**src/rtl/irrigation_mode_controller.sv**
```systemverilog
// Irrigation mode FSM: settle dead-time, minimum run, latched sensor fault.
// Optional run timeout: define IRRIGATION_RUN_TIMEOUT_EN.
module irrigation_mode_controller #(
  parameter int SETTLE_CYCLES  = 4,
  parameter int MIN_RUN_CYCLES = 16,
  parameter int MAX_RUN_CYCLES = 200,
  parameter int CNT_W          = 8
) (
  input  logic clock_i,
  input  logic reset_i,
  input  logic enable_i,
  input  logic soil_dry_i,
  input  logic soil_wet_i,
  input  logic air_dry_i,
  input  logic tank_empty_i,
  output logic sprinkler_status_o,
  output logic drip_status_o,
  output logic valve_open_o,
  output logic fault_o,
  output logic timeout_o
);

  typedef enum logic [2:0] {
    IDLE, SETTLE, SPRINK, DRIP, FAULT
  } state_t;

  typedef enum logic [1:0] {
    T_NONE, T_HOLD, T_SPR, T_DRIP
  } tgt_t;

  localparam int LIM = 1 << CNT_W;
  localparam logic [CNT_W-1:0] ONE    = CNT_W'(1);
  localparam logic [CNT_W-1:0] SET_LD = CNT_W'(SETTLE_CYCLES - 1);
  localparam logic [CNT_W-1:0] RUN_LD = CNT_W'(MIN_RUN_CYCLES - 1);

  if (SETTLE_CYCLES < 1 || SETTLE_CYCLES >= LIM ||
      MIN_RUN_CYCLES < 1 || MIN_RUN_CYCLES >= LIM ||
      MAX_RUN_CYCLES < 1 || MAX_RUN_CYCLES >= LIM) begin : g_bad_param
    $error("irrigation_mode_controller: parameter out of range");
  end

  state_t           state;
  state_t           pend;
  state_t           tgt_st;
  tgt_t             tgt;
  logic [CNT_W-1:0] set_cnt;
  logic [CNT_W-1:0] run_cnt;
  logic             to_q;
  logic             to_fire;
  logic             fault_in;
  logic             stop;
  logic             tgt_off;
  logic             tgt_mode;
  logic             in_run;
  logic             run_done;

  assign fault_in = soil_dry_i & soil_wet_i;
  assign stop     = !enable_i | tank_empty_i;
  assign tgt_off  = stop | soil_wet_i | to_q;
  assign in_run   = (state == SPRINK) | (state == DRIP);
  assign run_done = (run_cnt == '0);
  assign tgt_mode = (tgt == T_SPR) | (tgt == T_DRIP);
  assign tgt_st   = (tgt == T_DRIP) ? DRIP : SPRINK;

  always_comb begin
    tgt = T_HOLD;
    unique case (1'b1)
      tgt_off:                             tgt = T_NONE;
      !tgt_off && soil_dry_i && air_dry_i:  tgt = T_DRIP;
      !tgt_off && soil_dry_i && !air_dry_i: tgt = T_SPR;
      !tgt_off && !soil_dry_i:              tgt = T_HOLD;
      default:                             tgt = T_HOLD;
    endcase
  end

`ifdef IRRIGATION_RUN_TIMEOUT_EN
  localparam logic [CNT_W-1:0] MAX_LD = CNT_W'(MAX_RUN_CYCLES - 1);

  logic [CNT_W-1:0] age_cnt;

  // age counts cycles already spent in the current run
  assign to_fire = in_run & !fault_in & !stop & (age_cnt == MAX_LD);

  always_ff @(posedge clock_i) begin
    if (reset_i) begin
      age_cnt <= '0;
      to_q    <= 1'b0;
    end else begin
      if (!in_run)
        age_cnt <= '0;
      else if (age_cnt != '1)
        age_cnt <= age_cnt + ONE;
      if (soil_wet_i || !enable_i)
        to_q <= 1'b0;
      else if (to_fire)
        to_q <= 1'b1;
    end
  end
`else
  assign to_fire = 1'b0;
  assign to_q    = 1'b0;
`endif

  always_ff @(posedge clock_i) begin
    if (reset_i) begin
      state              <= IDLE;
      pend               <= SPRINK;
      set_cnt            <= '0;
      run_cnt            <= '0;
      sprinkler_status_o <= 1'b0;
      drip_status_o      <= 1'b0;
      valve_open_o       <= 1'b0;
      fault_o            <= 1'b0;
      timeout_o          <= 1'b0;
    end else begin
      sprinkler_status_o <= (state == SPRINK);
      drip_status_o      <= (state == DRIP);
      valve_open_o       <= in_run;
      fault_o            <= (state == FAULT);
      timeout_o          <= to_q;
      if (fault_in) begin
        state <= FAULT;
      end else begin
        unique case (state)
          IDLE: begin
            if (tgt_mode) begin
              state   <= SETTLE;
              pend    <= tgt_st;
              set_cnt <= SET_LD;
            end
          end
          SETTLE: begin
            if (tgt == T_NONE) begin
              state <= IDLE;
            end else if (tgt_mode && tgt_st != pend) begin
              pend    <= tgt_st;
              set_cnt <= SET_LD;
            end else if (set_cnt == '0) begin
              state   <= pend;
              run_cnt <= RUN_LD;
            end else begin
              set_cnt <= set_cnt - ONE;
            end
          end
          SPRINK, DRIP: begin
            if (!run_done)
              run_cnt <= run_cnt - ONE;
            if (stop || to_fire) begin
              state <= IDLE;
            end else if (run_done && soil_wet_i) begin
              state <= IDLE;
            end else if (run_done && tgt_mode &&
                         tgt_st != state) begin
              state   <= SETTLE;
              pend    <= tgt_st;
              set_cnt <= SET_LD;
            end
          end
          FAULT: begin
            if (!enable_i)
              state <= IDLE;
          end
          default: state <= IDLE;
        endcase
      end
    end
  end

endmodule

```
**config.mk**
```make
export PLATFORM = sky130hd
export DESIGN_NAME = irrigation_mode_controller
export DESIGN_NICKNAME = d
export VERILOG_FILES = /design/src/rtl/irrigation_mode_controller.sv
export SDC_FILE = /design/constraint.sdc
export NUM_CORES = 1
export LEC_CHECK = 0
export ABC_AREA = 1
export BUFFER_PORTS_ARGS = -buffer_cell sky130_fd_sc_hd__buf_2
export CAP_MARGIN = 20
export CORE_MARGIN = 2
export CORE_UTILIZATION = 61
export CTS_BUF_LIST = sky130_fd_sc_hd__clkbuf_8
export DETAILED_ROUTE_END_ITERATION = 6
export PLACE_DENSITY_LB_ADDON = 0.12
export SLEW_MARGIN = 20
export SYNTH_ARGS = -nofsm -noshare
export SYNTH_HDL_FRONTEND = slang
export SYNTH_SLANG_ARGS = --single-unit
```
**constraint.sdc**
```tcl
create_clock -name clock_i -period 1.9 [get_ports clock_i]
set_clock_uncertainty 0.1 [all_clocks]
set_input_delay 0.38 -clock clock_i [delete_from_list [all_inputs] [get_ports clock_i]]
set_output_delay 0.38 -clock clock_i [all_outputs]
set_load 0.005 [all_outputs]
```
Word level (Yosys, flattened, before mapping) --
Cells that the tools add are included.
Storage, ports and cells: register bits after elaboration 26, output and inout bits 5, logic and storage cells 99
Operators by class: reduce and logical (&&, ||, !) cells 23, add/sub/neg operators 2, eq/ne operators 27, bitwise logic cells 6, multiplexer cells 32
Operator list (count):
- $mux 8 | 11
- $mux 3 | 15
- $pmux 8 s3 | 1
- $ne 2x2->1 const B | 10
- $logic_not 8->1 | 2
- $pmux 8 s2 | 1
- $reduce_and 8->1 | 2
- $sub 8x1->8 const B | 2
- $ne 3x3->1 const B | 5
- $ne 4x4->1 const B | 3
- $pmux 3 s4 | 1
- $reduce_and 5->1 | 2
- $pmux 3 s3 | 1
- $logic_and 1x1->1 | 7
- $eq 3x2->1 const B | 2
- $ne 2x3->1 | 2
- $pmux 2 s3 | 1
- $reduce_and 6->1 | 1
- $ne 5x5->1 const B | 1
- $eq 2x2->1 const B | 2
- $or 1x1->1 | 4
- $reduce_or 2->1 | 2
- $eq 3x1->1 const B | 1
- $eq 3x3->1 const B | 1
- 8 further kinds | 10

Logic depth before layout (Yosys ltp) --
Gate-level depths: netlist of run 1.
depth in word-level cells 16, depth in mapped cells 11, gate-level depth less buffers 11

Worst setup path after synthesis of run 1 --
Ideal clock, no wire load.
path kind flip-flop to flip-flop, start point register run_cnt[0], end point register set_cnt[1], setup slack 0.287 ns, stages on the path, launching flop included 10, period minus slack after synthesis 1.613 ns, library setup time 0.132 ns, data required time 1.668 ns, arrival 1.380 ns, cells stage by stage dfxtp_1 -> inv_1 -> ha_1 -> nand2_1 -> nor2_4 -> nand3_1 -> nand2_2 -> nand3_4 -> nand2_1 -> a21oi_1
On the way: longest elaborated chain between the ends 5
Ends and longest elaborated chain:
- start: declaration | RTL line 47 | logic [CNT_W-1:0] run_cnt;
- start signal: assignment | RTL line 147 | run_cnt <= run_cnt - ONE;
- $logic_not 8->1 * | RTL line 61 | assign run_done = (run_cnt == '0);
- $logic_and 1x1->1 (2 in a row) | RTL line 152 | end else if (run_done && tgt_mode &&
- $ne 2x2->1 (no line)
- $reduce_and 8->1 (no line) *
- end signal: assignment | RTL line 142 | set_cnt <= set_cnt - ONE;
- end: declaration | RTL line 46 | logic [CNT_W-1:0] set_cnt;
Every way passes the cells marked *; elsewhere a longest branch is shown, timed or not. A chain may end at the register's enable or synchronous reset.

Worst setup path in the final report of run 1 --
start point register run_cnt[0], end point register set_cnt[6]
The elaborated chain is that of the path after synthesis.

==> out/metrics.csv, run 1 <==
metric,value,unit
Post-Syn Area,0.00167,mm²
1st-iter DRT viols,99,
outcome,completed,
CP endpoint kind,flip-flop,
RSZ-0062 raised after global routing,false,
Die Width,56.3,µm
fmax,569,MHz
Hold WS,0.324,ns
first-pass GRT wire length,6350,µm
# diodes,0,
synth unique cells,28,
CTS tree,done,
grt ovf,0,
met3 Usage GRT,3.92,%
GRT Total Usage,24.9,%
chip height,56.3,µm
Power per Cell Area,676,mW/mm²
met2 usage,42.9,%
Slew Limit Fails,0,
WP data arrival,1.78,ns
Mapped Nets,272,
"top cells by area, synth","dfxtp_1 29%, nand2_1 14%, nand3_1 9.6%",
core area,0.00252,mm²
VDD IR max,563,µV
setup TNS,0,ns
row count,18,
Post-Syn Area per Cell,6.36,µm²
Hold WC Path Type,in -> reg,
busiest grt layer,met2,
antenna violations before repair,0,
Synth area leader,dfxtp_1,
switch share,34.7,%
Post-DP HPWL,2760,µm
Clock Tree Buf Depth,2,
via count,1648,
Sink Count,24,
"Clk Latency, worst-skew pair",0.26,ns
Initial Utilization,66.1,%
final setup fails,0,
TritonCTS buffer count,3,
crit start category,flip-flop,
Hold Buf Count CTS,0,
Seq cells post-synth,24,
GPL Wtd Cong,0.949,
wire length per cell,11.9,µm
number of global-route vias before repair,1532,
Final Hold Viols,0,
crit path kind,reg -> reg,
root buffer cell,clkbuf_8,
filler cell count,209,
final worst path period share,92.5,%
drt pass-1 iters,4,
final WL,3650,µm
Critical Path RT,1.93,ns
Die ar.,0.00317,mm²
post-route ant nets,0,
# IOs,12,
layout cells sized above 1,17.3,%
crit path time final,1.76,ns
Port Buffer Count,10,
largest net degree at the start of global routing,23,
Internal,0.807,mW
met1 Track Usage GR,31.5,%
Sw Pwr,0.428,mW
Max Cap Violations,0,
Cells after Synth,262,
post-synth top area share,28.8,%
synth warn,0,
critical-path maximum fanout,10,
P_leak,0.873,nW
Clock Power Share,23.6,%
Worst-path clk slew,0.08,ns
sequential share of the synthesized area,28.8,%
routed vias/inst,5.37,
combinational share of power,32.4,%
Final #Nets,289,
sequential power share,44.0,%
htree depth,1,
Area Overhead vs Synth,9.68,%
DRC,0,
Yosys cell counts:
| master | n |
|---|---|
| nor2_1 | 36 |
| nand4_1 | 11 |
| nor2_4 | 4 |
| nand2_1 | 64 |
| inv_1 | 30 |
| o21ai_1 | 1 |
| nor4_1 | 1 |
| buf_4 | 1 |
| dfxtp_1 | 24 |
| a21oi_1 | 15 |
| a31oi_1 | 1 |
| nand2_2 | 5 |
| nand3_1 | 32 |
| nand3_4 | 4 |
| inv_6 | 1 |
| nand2_4 | 2 |
| xor2_1 | 3 |
| clkbuf_1 | 1 |
| or2_2 | 1 |
| conb_1 | 1 |
| a21oi_4 | 1 |
| o21ai_0 | 4 |
| inv_2 | 6 |
| ha_1 | 3 |
| nor2_2 | 3 |
| o31ai_1 | 1 |
| nor3_1 | 5 |
| buf_1 | 1 |
metrics by stage:
stage | total power [mW] | util, % | cells | cell area (µm²) | worst slack, ns
floorplan | 0.862 | - | 262 | 1670 | 0.287
global placement | 0.946 | 70.4 | 304 | 1780 | 0.0988
detailed placement | 0.950 | 70.4 | 304 | 1780 | 0.0747
CTS | 1.24 | 72.1 | 307 | 1820 | 0.0257
global route | 1.33 | 72.5 | 307 | 1830 | 0.0436
finish | 1.24 | 72.5 | 307 | 1830 | 0.142
layer usage:
layer | part of all wire, % | vias up
met5 | 0 | -
met2 | 48 | 34
met3 | 3.8 | 4
met1 | 47 | 731
met4 | 0.93 | 0
li1 | - | 879
what timing repair did:
action,in CTS,in global routing
endpoints found under the setup margin,0,9
setup buffers,0,0
resized for setup,0,4
path summary, 6_finish.rpt:
kind,from,endpoint,slack (ns),cells past startpoint
max reg2reg,run_cnt[0],set_cnt[6],0.14,9
min,air_dry_i,pend[0],0.32,3
min reg2reg,set_cnt[1],set_cnt[1],0.40,2
max,run_cnt[0],set_cnt[6],0.14,9
placed cells by master, fill, tap and decap left out, types with 5 or more instances in the layout:
cell type,count
nor2_1,35
nand2_1,64
dfxtp_1,24
buf_4,5
a21oi_1,15
nand4_1,11
inv_1,29
inv_2,7
nand3_1,32
nor3_1,5
buf_2,10
critical path, cell delays in order (launching register included):
cell and delay (ns):
dfxtp_1 0.31, inv_2 0.09, ha_2 0.20, nand2_1 0.12, nor2_4 0.17, nand3_1 0.16, nand2_4 0.16, nand3_4 0.13
nand2_1 0.10, a21oi_1 0.07
kinds of logic (layout without fill, tap and decap cells):
kind of cell             Yosys count  count (layout)  share of synthesized area (%)
other                              1               1                          0.225
XOR/XNOR                           3               3                           1.58
buffers and inverters             40              55                           9.53
adder cells (fa/ha/maj)            3               3                           2.25
flip-flops                        24              24                           28.8
AO/OA/AOI/OAI                     23              23                           7.81
AND/OR/NAND/NOR                  168             168                           49.8
power by group through the flow:
| stage | Sequential [mW] | Combinational, mW | Clock (mW) |
|---|---|---|---|
| 2_1_floorplan | 0.550 | 0.312 | 0 |
| 3_3_place_gp | 0.554 | 0.391 | 0 |
| 3_5_place_dp | 0.555 | 0.395 | 0 |
| 4_1_cts | 0.543 | 0.399 | 0.299 |
| 5_1_grt | 0.547 | 0.455 | 0.323 |
| 6_report | 0.543 | 0.400 | 0.292 |
registers in the layout, summed over array words and instances, names as in the netlist:
name,count
run_cnt,8
pend,1
drip_status_o,1
sprinkler_status_o,1
set_cnt,8
valve_open_o,1
state,3
fault_o,1
layout make-up:
class | instances | area [µm²] | share of cell area [%]
clock buffers | 3 | 41.3 | 2.26
inverters | 37 | 144 | 7.87
multi-input cells | 198 | 1040 | 56.7
flip-flops and latches | 24 | 480 | 26.3
well taps | 30 | 37.5 | 2.05
repair buffers | 15 | 87.6 | 4.79
No activity file was read; power rests on OpenSTA's default activity.
==> run 2, diff against run 1 <==
Settings changed: BUFFER_PORTS_ARGS -buffer_cell sky130_fd_sc_hd__buf_2 to -buffer_cell sky130_fd_sc_hd__buf_4.
==> run 2 against run 1 <==
Against the previous run: final cell count up 0.65%; worst hold slack better by 0.011 ns; setup slack got worse by 0.0024 ns; via count grew 3.6%; sequential share of layout area down 0.99 points.
==> out/metrics.csv, run 2 (synthesized netlist as in run 1, its figures left out) <==
metric,value,unit
outcome,completed,
final setup fails,0,
Final #Nets,290,
via count,1708,
Worst-path clk slew,0.09,ns
Cells after DPL,304,
most frequent cells in the layout,"64 x nand2_1, 35 x nor2_1, 31 x nand3_1",
Initial Utilization,66.1,%
Die Width,56.3,µm
RSZ-0062 raised after global routing,false,
final setup margin,0.140,ns
Die ar.,0.00317,mm²
crit start category,flip-flop,
DRC,0,
GRT Total Usage,25.9,%
Max Cap Violations,0,
routed vias/inst,5.53,
filler cell count,224,
largest net degree at the start of global routing,23,
root buffer cell,clkbuf_8,
Clock Tree Buf Depth,2,
"non-filler cells, final",309,
crit path time final,1.76,ns
chip height,56.3,µm
Sink Count,24,
first-pass GRT wire length,6600,µm
final WL,3970,µm
grt ovf,0,
drt pass-1 iters,5,
htree depth,1,
setup TNS,0,ns
Power per Cell Area,742,mW/mm²
post-route ant nets,0,
Post-DP HPWL,2920,µm
Slew Limit Fails,0,
Port Buffer Count,10,
core area,0.00252,mm²
WP data arrival,1.81,ns
# diodes,0,
wire length per cell,12.9,µm
TritonCTS buffer count,3,
crit path kind,reg -> reg,
Area Overhead vs Synth,14.0,%
P_leak,0.895,nW
cell area after placement,0.00180,mm²
# IOs,12,
Final Util,75.3,%
"Clk Latency, worst-skew pair",0.27,ns
Hold WC Path Type,in -> reg,
antenna violations before repair,0,
VDD IR max,505,µV
final instance area,0.00190,mm²
Final Hold Viols,0,
CTS tree,done,
critical-path maximum fanout,8,
1st-iter DRT viols,75,
Critical Path RT,1.95,ns
CP endpoint kind,flip-flop,
top flop regs,"run_cnt: 8 flops, set_cnt: 8 flops, state: 3 flops",
"most common cell after layout, fill and taps aside",nand2_1,
layout cells sized above 1,17.6,%
final worst path period share,92.7,%
fmax,568,MHz
GPL Wtd Cong,0.897,
total power,1.41,mW
number of global-route vias before repair,1532,
Hold WS,0.335,ns
DP Worst Slack,0.0641,ns
row count,18,
[run 2: routing by layer]
metal  vias to the layer above  global-route usage, %  part of all wire [%]
li1                        883                      -                     -
met1                       755                   34.5                    43
met2                        66                   43.5                    50
met3                         4                   3.46                   6.4
met4                         0                   7.82                  0.73
met5                         -                      0                     0
[run 2: repair_timing]
| item | CTS | global route |
|---|---|---|
| hold buffers | 0 | 0 |
| resized for setup | 0 | 4 |
| hold endpoints to repair | 0 | 0 |
| endpoints found under the setup margin | 0 | 9 |
| buffers inserted | 0 | 0 |
[run 2: layout make-up]
| class | instances | area (µm²) | area share (%) |
|---|---|---|---|
| Clock buffer | 3 | 41.3 | 2.17 |
| Clock inverter | 1 | 30.0 | 1.58 |
| Inverter | 37 | 144 | 7.58 |
| Multi-Input combinational cell | 199 | 1050 | 55.5 |
| Sequential cell | 24 | 480 | 25.3 |
| Tap cell | 30 | 37.5 | 1.98 |
| Timing Repair Buffer | 15 | 113 | 5.93 |
[run 2: path summary, 6_finish.rpt]
check	start	to	slack, ns	cells after the start
max	run_cnt[0]	set_cnt[5]	0.14	9
min	air_dry_i	pend[0]	0.33	3
max reg2reg	run_cnt[0]	set_cnt[5]	0.14	9
min reg2reg	set_cnt[7]	set_cnt[7]	0.39	2
[run 2: worst max-delay path, cell delays in order (launching register included)]
cell     delay (ns)
dfxtp_1        0.30
inv_1          0.14
ha_1           0.21
nand2_1        0.13
nor2_4         0.21
nand3_4        0.13
nand2_4        0.12
nand3_4        0.13
nand2_1        0.10
a21oi_1        0.07
[run 2: report_power, final]
group / switching (mW) / internal, mW / leakage (nW) / total, mW
Sequential: 0.0206 / 0.523 / 0.194 / 0.544
Clock: 0.171 / 0.282 / 0.0357 / 0.453
Combinational: 0.268 / 0.144 / 0.665 / 0.413
Total: 0.460 / 0.949 / 0.895 / 1.41
